### src/rtl/simple_cpu_gen.sv
// rtl/simple_cpu_gen.sv - multi-cycle accumulator CPU with memory-ready stall handshake
module simple_cpu_gen #(
    parameter int DW      = 16,
    parameter int AW      = 13,
    parameter int W_ADDR  = 1000,
    parameter int IND_PTR = 4
) (
    input  logic          clk,
    input  logic          rst,
    input  logic          memReady,
    input  logic [DW-1:0] data_fromRAM,
    output logic          wrEn,
    output logic [AW-1:0] addr_toRAM,
    output logic [DW-1:0] data_toRAM,
    output logic [AW-1:0] pCounter,
    output logic [2:0]    state,
    output logic          halted
);

    typedef enum logic [2:0] {
        S_FETCH = 3'd0,
        S_DEC   = 3'd1,
        S_A     = 3'd2,
        S_IND   = 3'd3,
        S_WR    = 3'd4,
        S_EXEC  = 3'd5,
        S_HALT  = 3'd6,
        S_ILL   = 3'd7
    } state_t;

    localparam logic [2:0] OP_ADD  = 3'd0;
    localparam logic [2:0] OP_NAND = 3'd1;
    localparam logic [2:0] OP_SRL  = 3'd2;
    localparam logic [2:0] OP_LT   = 3'd3;
    localparam logic [2:0] OP_BZ   = 3'd4;
    localparam logic [2:0] OP_CP2W = 3'd5;
    localparam logic [2:0] OP_CPFW = 3'd6;
    localparam logic [2:0] OP_MUL  = 3'd7;

    localparam logic [AW-1:0] L_W_ADDR  = AW'(W_ADDR);
    localparam logic [AW-1:0] L_IND_PTR = AW'(IND_PTR);
    // Shift thresholds carry one extra bit so 2*DW is representable
    localparam logic [DW:0]   L_DW      = (DW+1)'(DW);
    localparam logic [DW:0]   L_2DW     = (DW+1)'(2*DW);

    state_t        r_state;
    logic [AW-1:0] r_pc;
    logic [2:0]    r_op;
    logic [AW-1:0] r_arg;
    logic [AW-1:0] r_ea;
    logic [DW-1:0] r_opA;
    logic [DW-1:0] r_wv;
    logic          r_halted;

    state_t        w_next_state;
    logic          w_advance;
    logic          w_wr_en;
    logic [AW-1:0] w_addr;
    logic [DW-1:0] w_wdata;
    logic [DW-1:0] w_result;
    logic [AW-1:0] w_next_pc;
    logic          w_bz_halt;
    logic [2:0]    w_in_op;
    logic [AW-1:0] w_in_arg;
    logic [DW:0]   w_opA_ext;
    logic [DW-1:0] w_shift_hi;

    // Instruction fields are taken straight off the read bus while decoding
    assign w_in_op    = data_fromRAM[DW-1:DW-3];
    assign w_in_arg   = data_fromRAM[AW-1:0];
    assign w_opA_ext  = {1'b0, r_opA};
    assign w_shift_hi = r_opA - DW'(DW);

    // ALU result and branch decision for the latched instruction
    always_comb begin
        w_result  = '0;
        w_next_pc = r_pc + AW'(1);
        w_bz_halt = 1'b0;
        case (r_op)
            OP_ADD:  w_result = r_wv + r_opA;
            OP_NAND: w_result = ~(r_wv & r_opA);
            OP_SRL: begin
                if (w_opA_ext < L_DW)
                    w_result = r_wv >> r_opA;
                else if (w_opA_ext < L_2DW)
                    w_result = r_wv << w_shift_hi;
                else
                    w_result = '0;
            end
            OP_LT:   w_result = {{(DW-1){1'b0}}, (r_wv < r_opA)};
            OP_CP2W: w_result = r_opA;
            OP_CPFW: w_result = r_wv;
            OP_MUL:  w_result = r_wv * r_opA;
            OP_BZ: begin
                if (r_wv == '0) begin
                    w_next_pc = r_opA[AW-1:0];
                    w_bz_halt = (r_opA[AW-1:0] == r_pc);
                end
            end
            default: w_result = '0;
        endcase
    end

    // Next state, memory access presented in the current state, and stall gating
    always_comb begin
        w_next_state = r_state;
        w_advance    = 1'b0;
        w_wr_en      = 1'b0;
        w_addr       = '0;
        w_wdata      = '0;
        case (r_state)
            S_FETCH: begin
                w_addr       = r_pc;
                w_advance    = memReady;
                w_next_state = S_DEC;
            end
            S_DEC: begin
                w_addr       = (w_in_arg != '0) ? w_in_arg : L_IND_PTR;
                w_advance    = memReady;
                w_next_state = S_A;
            end
            S_A: begin
                w_addr       = (r_arg != '0) ? L_W_ADDR : data_fromRAM[AW-1:0];
                w_advance    = memReady;
                w_next_state = (r_arg != '0) ? S_WR : S_IND;
            end
            S_IND: begin
                w_addr       = L_W_ADDR;
                w_advance    = memReady;
                w_next_state = S_WR;
            end
            S_WR: begin
                w_advance    = 1'b1;
                w_next_state = S_EXEC;
            end
            S_EXEC: begin
                if (r_op == OP_BZ) begin
                    w_advance    = 1'b1;
                    w_next_state = w_bz_halt ? S_HALT : S_FETCH;
                end else begin
                    w_wr_en      = 1'b1;
                    w_addr       = (r_op == OP_CPFW) ? r_ea : L_W_ADDR;
                    w_wdata      = w_result;
                    w_advance    = memReady;
                    w_next_state = S_FETCH;
                end
            end
            S_HALT: begin
                w_next_state = S_HALT;
            end
            default: begin
                w_advance    = 1'b1;
                w_next_state = S_FETCH;
            end
        endcase
    end

    // State and datapath registers; everything holds while stalled
    always_ff @(posedge clk) begin
        if (rst) begin
            r_state  <= S_FETCH;
            r_pc     <= '0;
            r_op     <= '0;
            r_arg    <= '0;
            r_ea     <= '0;
            r_opA    <= '0;
            r_wv     <= '0;
            r_halted <= 1'b0;
        end else if (w_advance) begin
            r_state <= w_next_state;
            case (r_state)
                S_DEC: begin
                    r_op  <= w_in_op;
                    r_arg <= w_in_arg;
                    r_ea  <= w_in_arg;
                end
                S_A: begin
                    if (r_arg != '0)
                        r_opA <= data_fromRAM;
                    else
                        r_ea  <= data_fromRAM[AW-1:0];
                end
                S_IND:  r_opA <= data_fromRAM;
                S_WR:   r_wv  <= data_fromRAM;
                S_EXEC: begin
                    r_pc <= w_next_pc;
                    if (w_next_state == S_HALT)
                        r_halted <= 1'b1;
                end
                S_ILL:  r_pc <= '0;
                default: ;
            endcase
        end
    end

    // Reset forces the visible interface idle in the same cycle
    assign wrEn       = rst ? 1'b0 : w_wr_en;
    assign addr_toRAM = rst ? '0 : w_addr;
    assign data_toRAM = rst ? '0 : w_wdata;
    assign pCounter   = rst ? '0 : r_pc;
    assign state      = rst ? 3'd0 : r_state;
    assign halted     = !rst && r_halted;

endmodule

### config.mk
export PLATFORM = sky130hd
export DESIGN_NAME = simple_cpu_gen
export DESIGN_NICKNAME = d
export VERILOG_FILES = /design/src/rtl/simple_cpu_gen.sv
export SDC_FILE = /design/constraint.sdc
export NUM_CORES = 1
export LEC_CHECK = 0
export BUFFER_PORTS_ARGS = -buffer_cell sky130_fd_sc_hd__buf_2
export CAP_MARGIN = 20
export CORE_UTILIZATION = 58
export CTS_CLUSTER_SIZE = 24
export DETAILED_ROUTE_END_ITERATION = 8
export PLACE_DENSITY = 0.8
export REMOVE_ABC_BUFFERS = 1
export SYNTH_ARGS = -nofsm -noshare
export SYNTH_HDL_FRONTEND = slang
export SYNTH_SLANG_ARGS = --single-unit
### constraint.sdc
create_clock -name clk -period 6.9 [get_ports clk]
set_clock_uncertainty 0.05 [all_clocks]
set_input_delay 1.38 -clock clk [delete_from_list [all_inputs] [get_ports clk]]
set_output_delay 1.38 -clock clk [all_outputs]
set_load 0.02 [all_outputs]
# After elaboration in Yosys (flattened, before gate mapping)

Index checks and enable logic that the tools add are counted.

Register bits: 78
Logic and storage cells: 86

Add/subtract/negate cells: 3
Multipliers: 1
Order comparisons: 3
Equal/unequal tests: 18
Shift-type cells: 2
Multiplexer cells: 32
Bitwise gates (word level): 2
Reduce and logical (&&, ||, !) cells: 17

Operators with widths:

| operator                                                     | count |
|---|---|
| two-way mux 13 bit                                           | 9 |
| case mux 16 bit (7 select lines)                             | 1 |
| two-way mux 16 bit                                           | 6 |
| case mux 13 bit (5 select lines)                             | 1 |
| case mux 13 bit (2 select lines)                             | 2 |
| case mux 16 bit (2 select lines)                             | 1 |
| == test 3 bit (second input constant)                        | 9 |
| nonzero test 13 bit                                          | 2 |
| case mux 3 bit (7 select lines)                              | 1 |
| adder 16 bit                                                 | 1 |
| bitwise AND 16 bit                                           | 1 |
| logical NOT 16 bit                                           | 1 |
| less-than comparator 16 bit                                  | 1 |
| less-than comparator 16 x 5 -> 1 bit (second input constant) | 1 |
| less-than comparator 16 x 6 -> 1 bit (second input constant) | 1 |
| multiplier 16 x 16 -> 16 bit                                 | 1 |
| NOT 16 bit                                                   | 1 |
| left shift 16 x 16 -> 16 bit                                 | 1 |
| right shift 16 x 16 -> 16 bit                                | 1 |
| subtractor 16 x 5 -> 16 bit (second input constant)          | 1 |
| adder 13 x 1 -> 13 bit (second input constant)               | 1 |
| == test 13 bit                                               | 1 |
| == test 3 x 2 -> 1 bit (second input constant)               | 4 |
| two-way mux 3 bit                                            | 4 |
| other kinds (11)                                             | 25 |

# Longest topological paths before layout

Gate-level depths: netlist of run 1.

Depth after elaboration: 8
Gate-level depth with buffers: 24

# Worst setup path after synthesis of run 1

No wires, ideal clock.

Kind: register to output
Start: reg r_opA[2]
End: out data_toRAM[15]
Data arrival time: 5.966 ns
Path slack: -0.496 ns
Cell stages (with the launch flop): 23
Buffers on the path: 4
Path through: dfxtp_1 -> clkbuf_1 -> buf_1 -> clkbuf_1 -> clkbuf_1 -> and2_1 -> fa_1 -> fa_1 -> ha_1 -> fa_1 -> fa_1 -> inv_1 -> fa_1 -> inv_1 -> ha_1 -> or2_2 -> a21oi_1 -> a31oi_1 -> a31oi_1 -> o21ai_0 -> xnor2_1 -> nand2_1 -> a31oi_1

Cells in the longest elaborated chain, start to end: 8

RTL lines:

| what                                                                                 | line | RTL |
|---|---|---|
| start, declared                                                                      | 51   | `logic [DW-1:0] r_opA;` |
| start signal, assigned                                                               | 179  | `r_opA <= data_fromRAM;` |
| start signal, assigned                                                               | 183  | `S_IND: r_opA <= data_fromRAM;` |
| parallel branches: the longest is 4 deep, another holds multiplier 16 x 16 -> 16 bit | n/a  |  |
| case mux 16 bit (7 select lines) *                                                   | 79   | `case (r_op)` |
| two-way mux 16 bit *                                                                 | 137  | `if (r_op == OP_BZ) begin` |
| two-way mux 16 bit *                                                                 | 111  | `case (r_state)` |
| two-way mux 16 bit *                                                                 | 199  | `assign data_toRAM = rst ? '0 : w_wdata;` |
| end, declared                                                                        | 14   | `output logic [DW-1:0] data_toRAM,` |

Mark *: on every way between the ends.

# Worst setup path after layout of run 1

Start: reg r_opA[4]
End: out data_toRAM[12]

The elaborated chain is that of the path after synthesis.

==> insert_results.sql, run 1 <==
INSERT INTO impl_metrics (metric_group, metric, value, unit) VALUES
('finish', 'design_area', '12500', 'sq um'),
('placed_design', 'placement.io_buffers', '65', ''),
('clock_tree', 'clock-sinks', '78', ''),
('clock_tree', 'tritoncts', 'built', ''),
('synth', 'number_of_synthesized_flops_with_an_enable_pin', '0', ''),
('finish', 'layout_common_cells', 'sky130_fd_sc_hd__nand2_1, sky130_fd_sc_hd__inv_1, sky130_fd_sc_hd__nor2_1, sky130_fd_sc_hd__a21oi_1, sky130_fd_sc_hd__buf_4', ''),
('setup_path', 'critical_path.endpoint_type', 'output pin', ''),
('pwr', 'power.density_cell_area', '97.3', 'nW/um^2'),
('global_routing', 'grt_first_pass_wirelength', '59800', 'um'),
('die', 'fp.dieW', '140', 'um'),
('drt', 'drc_errors', '0', ''),
('hold_path', 'worstHoldPathType', 'flop to flop', ''),
('global_routing', 'antenna_found_initial', '0', ''),
('clock_tree', 'worstSkewPairLatency', '0.33', 'ns'),
('placed_design', 'placed_cells', '1752', ''),
('timing', 'finalSetupViolCount', '2', ''),
('finish', 'area_growth', '12.9', '%'),
('clock_tree', 'clock_tree_buf_depth', '2', ''),
('pwr', 'cellLeakagePower', '5.42', 'nW'),
('synth', 'yosys.cell_types.count', '74', ''),
('setup_path', 'critical_path.max_fanout', '10', ''),
('setup_path', 'critPathKind', 'flop to output pin', ''),
('synth', 'synth.cell_area', '11100', 'sq um'),
('pwr', 'irDropWorstVdd', '0.149', 'mV'),
('die', 'die_area', '19600', 'sq um'),
('placed_design', 'post_dp_cell_area', '11800', 'sq um'),
('synth', 'average_instance_area_after_synthesis', '7.47', 'sq um'),
('die', 'coreArea', '18700', 'sq um'),
('timing', 'clock.fmax', '0.143', 'GHz'),
('finish', 'layout.cells.most_common', 'sky130_fd_sc_hd__nand2_1', ''),
('setup_path', 'reg2reg_slack', '3.27', 'ns'),
('finish', 'nNetsFinal', '1728', ''),
('timing', 'final.period_utilization', '101', '%'),
('timing', 'slew_headroom', '34.7', '%'),
('clock_tree', 'worst_setup_hold_path_clk_slew', '0.06', 'ns'),
('global_routing', 'grt_pass1_vias', '11000', ''),
('drt', 'ant_nets', '0', ''),
('setup_path', 'crit_required', '5.47', 'ns'),
('timing', 'setup_repair_after_global_routing_missed_its_margin', 'true', ''),
('die', 'std_cell_rows', '50', ''),
('flow_run', 'drv.max_cap_violation_count', '0', ''),
('timing', 'report.final.slew_viol_count', '0', ''),
('setup_path', 'start_kind', 'flop', ''),
('placed_design', 'routability_congestion_estimate_from_global_placement', '1.05', ''),
('synth', 'synthesis.instances', '1483', ''),
('drt', 'drt_pre_antenna_iters', '9', ''),
('global_routing', 'globalRoute.totalOverflow', '0', ''),
('timing', 'setup_total_negative_slack', '-0.139', 'ns'),
('synth', 'synth_warnings', '0', ''),
('drt', 'vias', '11400', ''),
('setup_path', 'setup.worst_path.start', 'r_opA[4]$_SDFFE_PP0P_', ''),
('synth', 'sequential_element_share_of_the_synthesized_area', '14.1', '%'),
('drt', 'drt_wl_total', '38800', 'um'),
('die', 'design.portCount', '66', ''),
('timing', 'final_period_minus_worst_setup_slack', '6.98', 'ns'),
('synth', 'async_flop_share', '0', '%'),
('outcome', 'run_status', 'complete, but fails checks', ''),
('setup_path', 'reg2reg_from', 'r_op[2]$_SDFFE_PP0P_', ''),
('global_routing', 'largest_net_degree_at_the_start_of_global_routing', '85', ''),
('outcome', 'failed_checks', 'setup timing', ''),
('setup_path', 'crit-reg2reg-capture', 'r_opA[10]$_SDFFE_PP0P_', ''),
('clock_tree', 'number_of_cts_inserted_buffers', '9', ''),
('timing', 'hold_viol', '0', ''),
('die', 'initial_core_util', '59.2', '%'),
('global_routing', 'track_usage', '39.4', '%'),
('clock_tree', 'cts-root-buf', 'sky130_fd_sc_hd__clkbuf_16', ''),
('drt', 'post_drt_wl_per_cell', '21.8', 'um'),
('synth', 'yosys_most_used_dff', 'sky130_fd_sc_hd__dfxtp_1', ''),
('timing', 'finalWorstSetupSlack', '-0.0809', 'ns'),
('timing', 'tightest_slew', '0.976', 'ns'),
('finish', 'post_route_cells_drive_above_1_share', '16.4', '%'),
('drt', 'dr.first_iter.drc_count', '1221', ''),
('setup_path', 'critical_path.endpoint', 'data_toRAM[12]', ''),
('clock_tree', 'cts-htree-levels', '3', ''),
('pwr', 'totalPowerFinal', '0.00122', 'W'),
('finish', 'n_antenna_cell', '0', ''),
('setup_path', 'worstRegToRegCells', '8', ''),
('synth', 'ys_ff_latch', '78', ''),
('drt', 'vias_per_cell', '6.39', ''),
('die', 'die_height', '140', 'um'),
('placed_design', 'dp_hpwl', '28800', 'um'),
('finish', 'layout.cells.non_filler', '1782', ''),
('setup_path', 'crit_arrival', '5.55', 'ns');
## kinds of logic after synthesis
group	after synthesis	share of synthesized area [%]
xor+xnor	63	5.11
fa+ha+maj	165	24.1
compound gates	321	18.2
buf+inv	258	9.19
flops	78	14.1
mux	64	6.51
simple gates	534	22.8
## layout make-up
class / count / area (sq um)
flip-flops and latches: 78 / 1600
repair buffers: 149 / 996
multi-input cells: 1147 / 8730
well taps: 234 / 293
clock inverters: 4 / 48.8
clock buffers: 11 / 233
fillers: 1605 / 6200
inverters: 159 / 601
## worst min-delay path by stage
stage	start	end	slack, ns	depth (start not counted)
2_1_floorplan	r_arg[10]$_SDFFE_PP0P_	r_arg[10]$_SDFFE_PP0P_	0.38	2
3_3_place_gp	r_arg[0]$_SDFFE_PP0P_	r_arg[0]$_SDFFE_PP0P_	0.39	2
3_5_place_dp	r_arg[9]$_SDFFE_PP0P_	r_arg[9]$_SDFFE_PP0P_	0.40	2
4_1_cts	r_arg[9]$_SDFFE_PP0P_	r_arg[9]$_SDFFE_PP0P_	0.41	2
5_1_grt	r_arg[11]$_SDFFE_PP0P_	r_arg[11]$_SDFFE_PP0P_	0.44	2
6_report	r_arg[5]$_SDFFE_PP0P_	r_arg[5]$_SDFFE_PP0P_	0.40	2
## layer usage
layer	global-route usage (%)	wire length (um)	share of wire [%]
met1	48.7	14700	38
met2	64.7	17800	46
met3	5.23	3740	9.6
met4	25.5	2570	6.6
met5	0	0	0
## repair_timing
item                                    4_1_cts  5_1_grt
endpoints found under the setup margin        5        6
endpoints found under the hold margin         0        0
gates cloned                                  1        0
pin swaps                                    25       24
gates resized for setup                      53       28
hold buffers                                  0        0
setup buffers                                11        2
## report_power, final
group / internal (W) / total, W / leakage [nW] / switching (W)
Sequential: 0.000463 / 0.000484 / 0.642 / 0.0000204
Clock: 0.000278 / 0.000458 / 0.139 / 0.000180
Combinational: 0.0000909 / 0.000275 / 4.64 / 0.000184
Total: 0.000832 / 0.00122 / 5.42 / 0.000385
## state kept, by name (all words and copies together), names as in the netlist
signal and count:
r_halted 1, r_state 3, r_opA 16, r_arg 13, r_ea 13, r_pc 13
r_op 3, r_wv 16
## stage by stage
| step | hold slack, ns | util, % | setup slack (ns) |
|---|---|---|---|
| finish | 0.403 | 66.8 | -0.0809 |
| global placement | 0.393 | 63.0 | 0.116 |
| CTS | 0.405 | 66.1 | 0.00329 |
| global route | 0.435 | 66.8 | -0.236 |
| detailed placement | 0.398 | 63.0 | 0.0212 |
| floorplan | 0.380 | - | -0.570 |
## cell usage after synthesis (4+ instances only)
cell	number	area, sq um
sky130_fd_sc_hd__o31ai_1	7	52.6
sky130_fd_sc_hd__or3_1	7	43.8
sky130_fd_sc_hd__ha_1	85	1060
sky130_fd_sc_hd__xnor2_1	44	385
sky130_fd_sc_hd__and2_1	44	275
sky130_fd_sc_hd__a41oi_1	8	70.1
sky130_fd_sc_hd__nand2b_1	10	62.6
sky130_fd_sc_hd__a221oi_1	5	43.8
sky130_fd_sc_hd__nand3_1	15	75.1
sky130_fd_sc_hd__o21ai_0	67	335
sky130_fd_sc_hd__or2_2	7	43.8
sky130_fd_sc_hd__mux2i_1	54	541
sky130_fd_sc_hd__a31oi_1	19	119
sky130_fd_sc_hd__and3_1	19	119
sky130_fd_sc_hd__nor2_1	124	465
sky130_fd_sc_hd__mux4_2	6	135
sky130_fd_sc_hd__nand4_1	5	31.3
sky130_fd_sc_hd__nand2_1	216	811
sky130_fd_sc_hd__nor2b_1	22	138
sky130_fd_sc_hd__nor3_1	24	120
sky130_fd_sc_hd__inv_1	155	582
sky130_fd_sc_hd__a22oi_1	17	128
sky130_fd_sc_hd__nor3b_1	10	75.1
sky130_fd_sc_hd__buf_1	5	18.8
sky130_fd_sc_hd__buf_2	18	90.1
sky130_fd_sc_hd__xor2_1	18	158
sky130_fd_sc_hd__o21bai_1	6	45.0
sky130_fd_sc_hd__clkbuf_1	72	270
sky130_fd_sc_hd__a22o_1	5	43.8
sky130_fd_sc_hd__fa_1	80	1600
sky130_fd_sc_hd__a211o_1	4	35.0
sky130_fd_sc_hd__o22ai_1	16	100
sky130_fd_sc_hd__a21o_1	5	37.5
sky130_fd_sc_hd__a222oi_1	8	80.1
sky130_fd_sc_hd__a211oi_1	14	105
sky130_fd_sc_hd__mux2_2	4	45.0
sky130_fd_sc_hd__o211ai_1	11	82.6
sky130_fd_sc_hd__nor4_1	12	75.1
sky130_fd_sc_hd__dfxtp_1	78	1560
sky130_fd_sc_hd__a21oi_1	103	515
## worst max-delay path, cell delays in order, from the launching register on
cell	delay [ns]
sky130_fd_sc_hd__dfxtp_2	0.37
sky130_fd_sc_hd__and2_1	0.20
sky130_fd_sc_hd__fa_1	0.55
sky130_fd_sc_hd__inv_2	0.04
sky130_fd_sc_hd__fa_1	0.56
sky130_fd_sc_hd__fa_1	0.44
sky130_fd_sc_hd__fa_1	0.48
sky130_fd_sc_hd__inv_1	0.05
sky130_fd_sc_hd__fa_1	0.47
sky130_fd_sc_hd__inv_1	0.05
sky130_fd_sc_hd__fa_1	0.53
sky130_fd_sc_hd__inv_2	0.06
sky130_fd_sc_hd__ha_4	0.29
sky130_fd_sc_hd__and3_4	0.20
sky130_fd_sc_hd__nand3_4	0.09
sky130_fd_sc_hd__and4_1	0.21
sky130_fd_sc_hd__o21ai_0	0.26
sky130_fd_sc_hd__a31oi_1	0.14
sky130_fd_sc_hd__buf_4	0.21
Note: power is estimated with default switching activity, not from simulation.
==> run 2: changes to the inputs <==
Settings changed: BUFFER_PORTS_ARGS -buffer_cell sky130_fd_sc_hd__buf_2 to not set, CORE_UTILIZATION 58 to 60, DONT_BUFFER_PORTS set to 1, MAX_ROUTING_LAYER set to met4, PLACE_DENSITY 0.8 to 0.79.
==> insert_results.sql, run 2 (synthesis gave the netlist of run 1 again) <==
INSERT INTO impl_metrics (metric_group, metric, value, unit) VALUES
('global_routing', 'globalRoute.totalOverflow', '0', ''),
('setup_path', 'kind_of_cell_with_the_highest_combined_delay_on_the_critical_path', 'adder cells', ''),
('placed_design', 'routability_congestion_estimate_from_global_placement', '1.02', ''),
('timing', 'hold_viol', '0', ''),
('finish', 'design_area', '12400', 'sq um'),
('timing', 'final_period_minus_worst_setup_slack', '6.82', 'ns'),
('clock_tree', 'number_of_cts_inserted_buffers', '9', ''),
('pwr', 'cellLeakagePower', '5.17', 'nW'),
('drt', 'vias', '11100', ''),
('setup_path', 'critical_path.max_stage_delay', '0.57', 'ns'),
('placed_design', 'post_dp_cell_area', '11500', 'sq um'),
('clock_tree', 'clock-sinks', '78', ''),
('setup_path', 'cp.buffers_inverters', '5', ''),
('finish', 'post_route_cells_drive_above_1_share', '14.3', '%'),
('die', 'coreArea', '18000', 'sq um'),
('setup_path', 'setup.worst_path.start', 'r_opA[2]$_SDFFE_PP0P_', ''),
('clock_tree', 'cts-htree-levels', '3', ''),
('drt', 'drt_wl_total', '38000', 'um'),
('clock_tree', 'clock_tree_buf_depth', '2', ''),
('timing', 'finalWorstSetupSlack', '0.0785', 'ns'),
('placed_design', 'placement.io_buffers', '0', ''),
('die', 'fp.dieW', '138', 'um'),
('timing', 'finalSetupViolCount', '0', ''),
('global_routing', 'track_usage', '41.3', '%'),
('die', 'design.portCount', '66', ''),
('finish', 'reg.largest.list', 'r_opA: 16 flops, r_wv: 16 flops', ''),
('timing', 'final.period_utilization', '98.9', '%'),
('global_routing', 'largest_net_degree_at_the_start_of_global_routing', '86', ''),
('flow_run', 'drv.max_cap_violation_count', '0', ''),
('global_routing', 'grt_pass1_vias', '10400', ''),
('finish', 'area_growth', '11.8', '%'),
('timing', 'clock.fmax', '0.147', 'GHz'),
('outcome', 'run_status', 'finished, final reports clean', ''),
('timing', 'slew_headroom', '35.5', '%'),
('drt', 'drc_errors', '0', ''),
('placed_design', 'dp_hpwl', '28700', 'um'),
('die', 'die_height', '138', 'um'),
('pwr', 'irDropWorstVdd', '0.187', 'mV'),
('timing', 'tightest_slew', '0.964', 'ns'),
('finish', 'layout.cells.most_common', 'sky130_fd_sc_hd__nand2_1', ''),
('clock_tree', 'tritoncts', 'built', ''),
('hold_path', 'hp-start', 'r_arg[5]$_SDFFE_PP0P_', ''),
('drt', 'vias_per_cell', '6.43', ''),
('setup_path', 'critical_path.max_fanout', '6', ''),
('finish', 'nNetsFinal', '1673', ''),
('timing', 'setup_total_negative_slack', '0', 'ns'),
('finish', 'layout_common_cells', 'sky130_fd_sc_hd__nand2_1, sky130_fd_sc_hd__inv_1, sky130_fd_sc_hd__nor2_1, sky130_fd_sc_hd__a21oi_1, sky130_fd_sc_hd__buf_4', ''),
('global_routing', 'antenna_found_initial', '0', ''),
('clock_tree', 'worst_setup_hold_path_clk_slew', '0.06', 'ns'),
('finish', 'final_core_util', '68.7', '%'),
('setup_path', 'critical_path_s_most_frequent_cell', 'sky130_fd_sc_hd__fa_1', ''),
('setup_path', 'crit_arrival', '5.39', 'ns'),
('setup_path', 'reg2reg_from', 'r_op[2]$_SDFFE_PP0P_', ''),
('timing', 'setup_repair_after_global_routing_missed_its_margin', 'true', ''),
('pwr', 'power.density_cell_area', '98.2', 'nW/um^2'),
('setup_path', 'worst_path_cell_chain', 'buf_6 -> nand2_1 -> fa_1 -> fa_1 -> fa_1 -> fa_1 -> inv_1 -> fa_1 -> inv_1 -> fa_1 -> inv_1 -> ha_4 -> and3_1 -> a21oi_2 -> a31oi_4 -> xor2_1 -> nand2_1 -> a21oi_1 -> buf_4', ''),
('hold_path', 'worstHoldPathType', 'flop to flop', ''),
('finish', 'n_antenna_cell', '0', ''),
('setup_path', 'critPathKind', 'flop to output pin', ''),
('setup_path', 'critical_path.endpoint_type', 'output pin', ''),
('clock_tree', 'cts-root-buf', 'sky130_fd_sc_hd__clkbuf_16', ''),
('clock_tree', 'worstSkewPairLatency', '0.34', 'ns'),
('setup_path', 'crit_required', '5.47', 'ns'),
('die', 'die_area', '19000', 'sq um'),
('drt', 'dr.first_iter.drc_count', '1001', ''),
('global_routing', 'grt_first_pass_wirelength', '57300', 'um'),
('setup_path', 'start_kind', 'flop', ''),
('timing', 'report.final.slew_viol_count', '0', ''),
('drt', 'ant_nets', '0', ''),
('clock_tree', 'cts_hold_repair.buffers', '0', ''),
('placed_design', 'detailedPlace.worstSlack', '0.100', 'ns'),
('die', 'std_cell_rows', '49', ''),
('setup_path', 'critical-path-slowest-cell', 'sky130_fd_sc_hd__fa_1', ''),
('die', 'initial_core_util', '61.4', '%'),
('drt', 'post_drt_wl_per_cell', '22.1', 'um'),
('drt', 'drt_pre_antenna_iters', '5', '');
run 2: changes by cell type in the layout (fill, tap and decap cells not counted), moves of 5 or more:
cell,previous run,this run
sky130_fd_sc_hd__ha_2,2,7
sky130_fd_sc_hd__dfxtp_2,14,7
sky130_fd_sc_hd__buf_4,78,85
sky130_fd_sc_hd__buf_2,63,1
sky130_fd_sc_hd__ha_1,76,68
sky130_fd_sc_hd__dfxtp_4,5,13
run 2: repair_timing:
action | CTS | global route
cloned | 0 | 0
gates resized for setup | 44 | 65
pin swaps | 17 | 36
setup buffers | 11 | 8
endpoints found under the setup margin | 5 | 8
run 2: worst paths after layout:
path | slack [ns] | cells after the start | to
worst max-delay path | 0.08 | 19 | data_toRAM[14]
worst min-delay path | 0.40 | 2 | r_arg[5]$_SDFFE_PP0P_
worst max register to register | 3.41 | 8 | r_opA[6]$_SDFFE_PP0P_
worst min register to register | 0.40 | 2 | r_arg[5]$_SDFFE_PP0P_
run 2: cell type report:
type                            count  area, sq um
Clock buffer                        9          225
Clock inverter                      7         80.1
Fill cell                        1500         5650
Inverter                          159          597
Multi-Input combinational cell   1147         8820
Sequential cell                    78         1620
Tap cell                          229          287
Timing Repair Buffer               94          746
run 2: per-layer routing:
metal	global-route usage (%)	part of all wire [%]
met3	7.16	9.7
met1	49.8	38
met4	25.4	6.4
met5	-	0
met2	64.3	46
run 2: worst reg2reg max path, cell delays in order (launching register included):
cell                      delay, ns
sky130_fd_sc_hd__dfxtp_1       0.73
sky130_fd_sc_hd__nor3b_4       0.48
sky130_fd_sc_hd__nand3_2       0.14
sky130_fd_sc_hd__nor2_4        0.51
sky130_fd_sc_hd__and4_4        0.40
sky130_fd_sc_hd__inv_2         0.05
sky130_fd_sc_hd__a21oi_4       0.62
sky130_fd_sc_hd__mux2i_1       0.32
sky130_fd_sc_hd__nor2_1        0.08
run 2: power breakdown:
group	switching (W)	internal [W]	total (W)	leakage [nW]
Sequential	0.0000201	0.000461	0.000481	0.645
Combinational	0.000162	0.0000828	0.000245	4.38
Clock	0.000204	0.000286	0.000490	0.149
run 2: per-stage QoR:
stage	instances	power, W	hold WS [ns]
floorplan	1384	0.000651	0.380
global placement	1688	0.000723	0.388
detailed placement	1689	0.000725	0.390
CTS	1715	0.00120	0.399
global route	1723	0.00125	0.414
finish	1723	0.00122	0.397
==> run 3: changes to the inputs <==
--- a/constraint.sdc
+++ b/constraint.sdc
@@ -4,2 +4,2 @@
 set_output_delay 1.38 -clock clk [all_outputs]
-set_load 0.02 [all_outputs]
+set_load 0.01 [all_outputs]
==> insert_results.sql, run 3 (synthesis gave the netlist of run 1 again) <==
INSERT INTO impl_metrics (metric_group, metric, value, unit) VALUES
('outcome', 'run_status', 'finished, final reports clean', ''),
('clock_tree', 'number_of_cts_inserted_buffers', '9', ''),
('die', 'initial_core_util', '61.4', '%'),
('clock_tree', 'cts_hold_repair.buffers', '0', ''),
('die', 'die_height', '138', 'um'),
('setup_path', 'start_kind', 'flop', ''),
('finish', 'area_growth', '10.7', '%'),
('drt', 'vias', '11100', ''),
('placed_design', 'detailedPlace.worstSlack', '0.0662', 'ns'),
('setup_path', 'critPathKind', 'flop to output pin', ''),
('global_routing', 'grt_pass1_vias', '10600', ''),
('timing', 'report.final.slew_viol_count', '0', ''),
('pwr', 'cellLeakagePower', '5.12', 'nW'),
('placed_design', 'dp_hpwl', '28500', 'um'),
('setup_path', 'crit_arrival', '5.46', 'ns'),
('clock_tree', 'worst_setup_hold_path_clk_slew', '0.07', 'ns'),
('drt', 'drt_wl_total', '38100', 'um'),
('drt', 'vias_per_cell', '6.44', ''),
('clock_tree', 'clock_tree_buf_depth', '2', ''),
('setup_path', 'crit_required', '5.47', 'ns'),
('timing', 'tightest_slew', '0.994', 'ns'),
('global_routing', 'track_usage', '41.6', '%'),
('timing', 'slew_headroom', '33.5', '%'),
('pwr', 'irDropWorstVdd', '0.188', 'mV'),
('finish', 'post_route_cells_drive_above_1_share', '13.5', '%'),
('placed_design', 'routability_congestion_estimate_from_global_placement', '1.04', ''),
('drt', 'drc_errors', '0', ''),
('clock_tree', 'tritoncts', 'built', ''),
('die', 'coreArea', '18000', 'sq um'),
('timing', 'setup_repair_after_global_routing_missed_its_margin', 'true', ''),
('timing', 'finalSetupViolCount', '0', ''),
('timing', 'finalWorstSetupSlack', '0.00927', 'ns'),
('flow_run', 'drv.max_cap_violation_count', '0', ''),
('global_routing', 'largest_net_degree_at_the_start_of_global_routing', '86', ''),
('drt', 'post_drt_wl_per_cell', '22.2', 'um'),
('finish', 'design_area', '12300', 'sq um'),
('finish', 'layout_common_cells', 'sky130_fd_sc_hd__nand2_1, sky130_fd_sc_hd__inv_1, sky130_fd_sc_hd__nor2_1, sky130_fd_sc_hd__a21oi_1, sky130_fd_sc_hd__buf_4', ''),
('pwr', 'power.density_cell_area', '96.3', 'nW/um^2'),
('finish', 'area_of_combinational_cells_with_multiple_inputs', '8790', 'sq um'),
('clock_tree', 'cts-root-buf', 'sky130_fd_sc_hd__clkbuf_16', ''),
('finish', 'n_antenna_cell', '0', ''),
('placed_design', 'placement.io_buffers', '0', ''),
('placed_design', 'post_dp_cell_area', '11500', 'sq um'),
('die', 'design.portCount', '66', ''),
('clock_tree', 'cts-htree-levels', '3', ''),
('global_routing', 'grt_first_pass_wirelength', '57900', 'um'),
('die', 'std_cell_rows', '49', ''),
('finish', 'seqCellArea', '1610', 'sq um'),
('drt', 'dr.first_iter.drc_count', '1093', ''),
('finish', 'fill_cells', '1521', ''),
('setup_path', 'critical_path.max_fanout', '6', ''),
('finish', 'nNetsFinal', '1667', ''),
('timing', 'hold_viol', '0', ''),
('global_routing', 'globalRoute.totalOverflow', '0', ''),
('global_routing', 'antenna_found_initial', '0', ''),
('setup_path', 'critical_path.endpoint_type', 'output pin', ''),
('finish', 'layout.cells.most_common', 'sky130_fd_sc_hd__nand2_1', ''),
('timing', 'clock.fmax', '0.145', 'GHz'),
('timing', 'setup_total_negative_slack', '0', 'ns'),
('timing', 'final_period_minus_worst_setup_slack', '6.89', 'ns'),
('finish', 'reg.largest.list', 'r_opA: 16 flops, r_wv: 16 flops', ''),
('clock_tree', 'clock-sinks', '78', ''),
('drt', 'ant_nets', '0', ''),
('hold_path', 'worstHoldPathType', 'flop to flop', ''),
('clock_tree', 'worstSkewPairLatency', '0.34', 'ns'),
('timing', 'final.period_utilization', '99.9', '%'),
('drt', 'drt_pre_antenna_iters', '9', ''),
('die', 'die_area', '19000', 'sq um'),
('die', 'fp.dieW', '138', 'um');
==> run 3: cell types whose count changed in the layout (fill, tap and decap cells not counted), moves of 3 or more <==
| cell | before | now |
|---|---|---|
| sky130_fd_sc_hd__inv_1 | 147 | 150 |
| sky130_fd_sc_hd__buf_4 | 85 | 80 |
| sky130_fd_sc_hd__and2_4 | 6 | 3 |
| sky130_fd_sc_hd__inv_2 | 10 | 7 |
| sky130_fd_sc_hd__ha_1 | 68 | 74 |
| sky130_fd_sc_hd__ha_2 | 7 | 3 |
| sky130_fd_sc_hd__and2_1 | 38 | 41 |
==> run 3: power by group <==
part / total (W) / leakage, nW / internal, W / switching (W)
registers: 0.000483 / 0.644 / 0.000461 / 0.0000221
logic: 0.000236 / 4.35 / 0.0000818 / 0.000154
clock network: 0.000461 / 0.133 / 0.000251 / 0.000210
==> run 3: final cells by class <==
cell class,instances,area share (%)
clock inverters,7,0.510
clock buffers,9,1.84
flip-flops and latches,78,13.2
multi-input cells,1147,71.7
inverters,159,4.87
repair buffers,88,5.58
well taps,229,2.34
==> run 3: timing repair <==
item | in CTS | in global routing
setup buffers | 12 | 4
gates cloned | 0 | 0
gates resized for setup | 41 | 52
pin swaps | 21 | 30
endpoints found under the setup margin | 5 | 7
==> run 3: routing by layer <==
| metal | vias to the layer above | track usage (%) | part of all wire (%) | routed length, um |
|---|---|---|---|---|
| met5 | - | - | 0 | 0 |
| met4 | 0 | 24.2 | 6.4 | 2420 |
| met3 | 162 | 6.10 | 9.6 | 3640 |
| met2 | 661 | 66.2 | 46 | 17500 |
| met1 | 5219 | 50.4 | 38 | 14500 |
| li1 | 5013 | - | - | - |
==> run 3: stage by stage <==
step / power (W) / hold slack (ns) / utilization (%) / cells
floorplan: 0.000646 / 0.380 / - / 1384
global placement: 0.000717 / 0.389 / 63.7 / 1684
detailed placement: 0.000718 / 0.394 / 63.7 / 1684
CTS: 0.00118 / 0.403 / 66.8 / 1712
global route: 0.00122 / 0.426 / 68.0 / 1717
finish: 0.00118 / 0.402 / 68.0 / 1717
==> run 3: worst max-delay path, stage by stage (launching register included) <==
cell and delay, ns:
sky130_fd_sc_hd__dfxtp_4 0.37, sky130_fd_sc_hd__buf_4 0.16, sky130_fd_sc_hd__and2_1 0.14, sky130_fd_sc_hd__fa_1 0.50
sky130_fd_sc_hd__fa_1 0.46, sky130_fd_sc_hd__ha_2 0.20, sky130_fd_sc_hd__fa_1 0.48, sky130_fd_sc_hd__inv_1 0.06
sky130_fd_sc_hd__fa_1 0.55, sky130_fd_sc_hd__fa_1 0.42, sky130_fd_sc_hd__inv_1 0.12, sky130_fd_sc_hd__ha_4 0.23
sky130_fd_sc_hd__and3_1 0.18, sky130_fd_sc_hd__a21oi_2 0.17, sky130_fd_sc_hd__buf_4 0.14, sky130_fd_sc_hd__nand3b_1 0.11
sky130_fd_sc_hd__xor2_1 0.34, sky130_fd_sc_hd__a221oi_1 0.15, sky130_fd_sc_hd__a21oi_1 0.33
==> run 3: final timing paths <==
| kind | startpoint | end | slack, ns | cells after the start |
|---|---|---|---|---|
| max | r_opA[3]$_SDFFE_PP0P_ | data_toRAM[9] | 0.009 | 18 |
| min | r_arg[6]$_SDFFE_PP0P_ | r_arg[6]$_SDFFE_PP0P_ | 0.40 | 2 |
| max reg2reg | r_op[2]$_SDFFE_PP0P_ | r_opA[12]$_SDFFE_PP0P_ | 3.42 | 8 |
| min reg2reg | r_arg[6]$_SDFFE_PP0P_ | r_arg[6]$_SDFFE_PP0P_ | 0.40 | 2 |
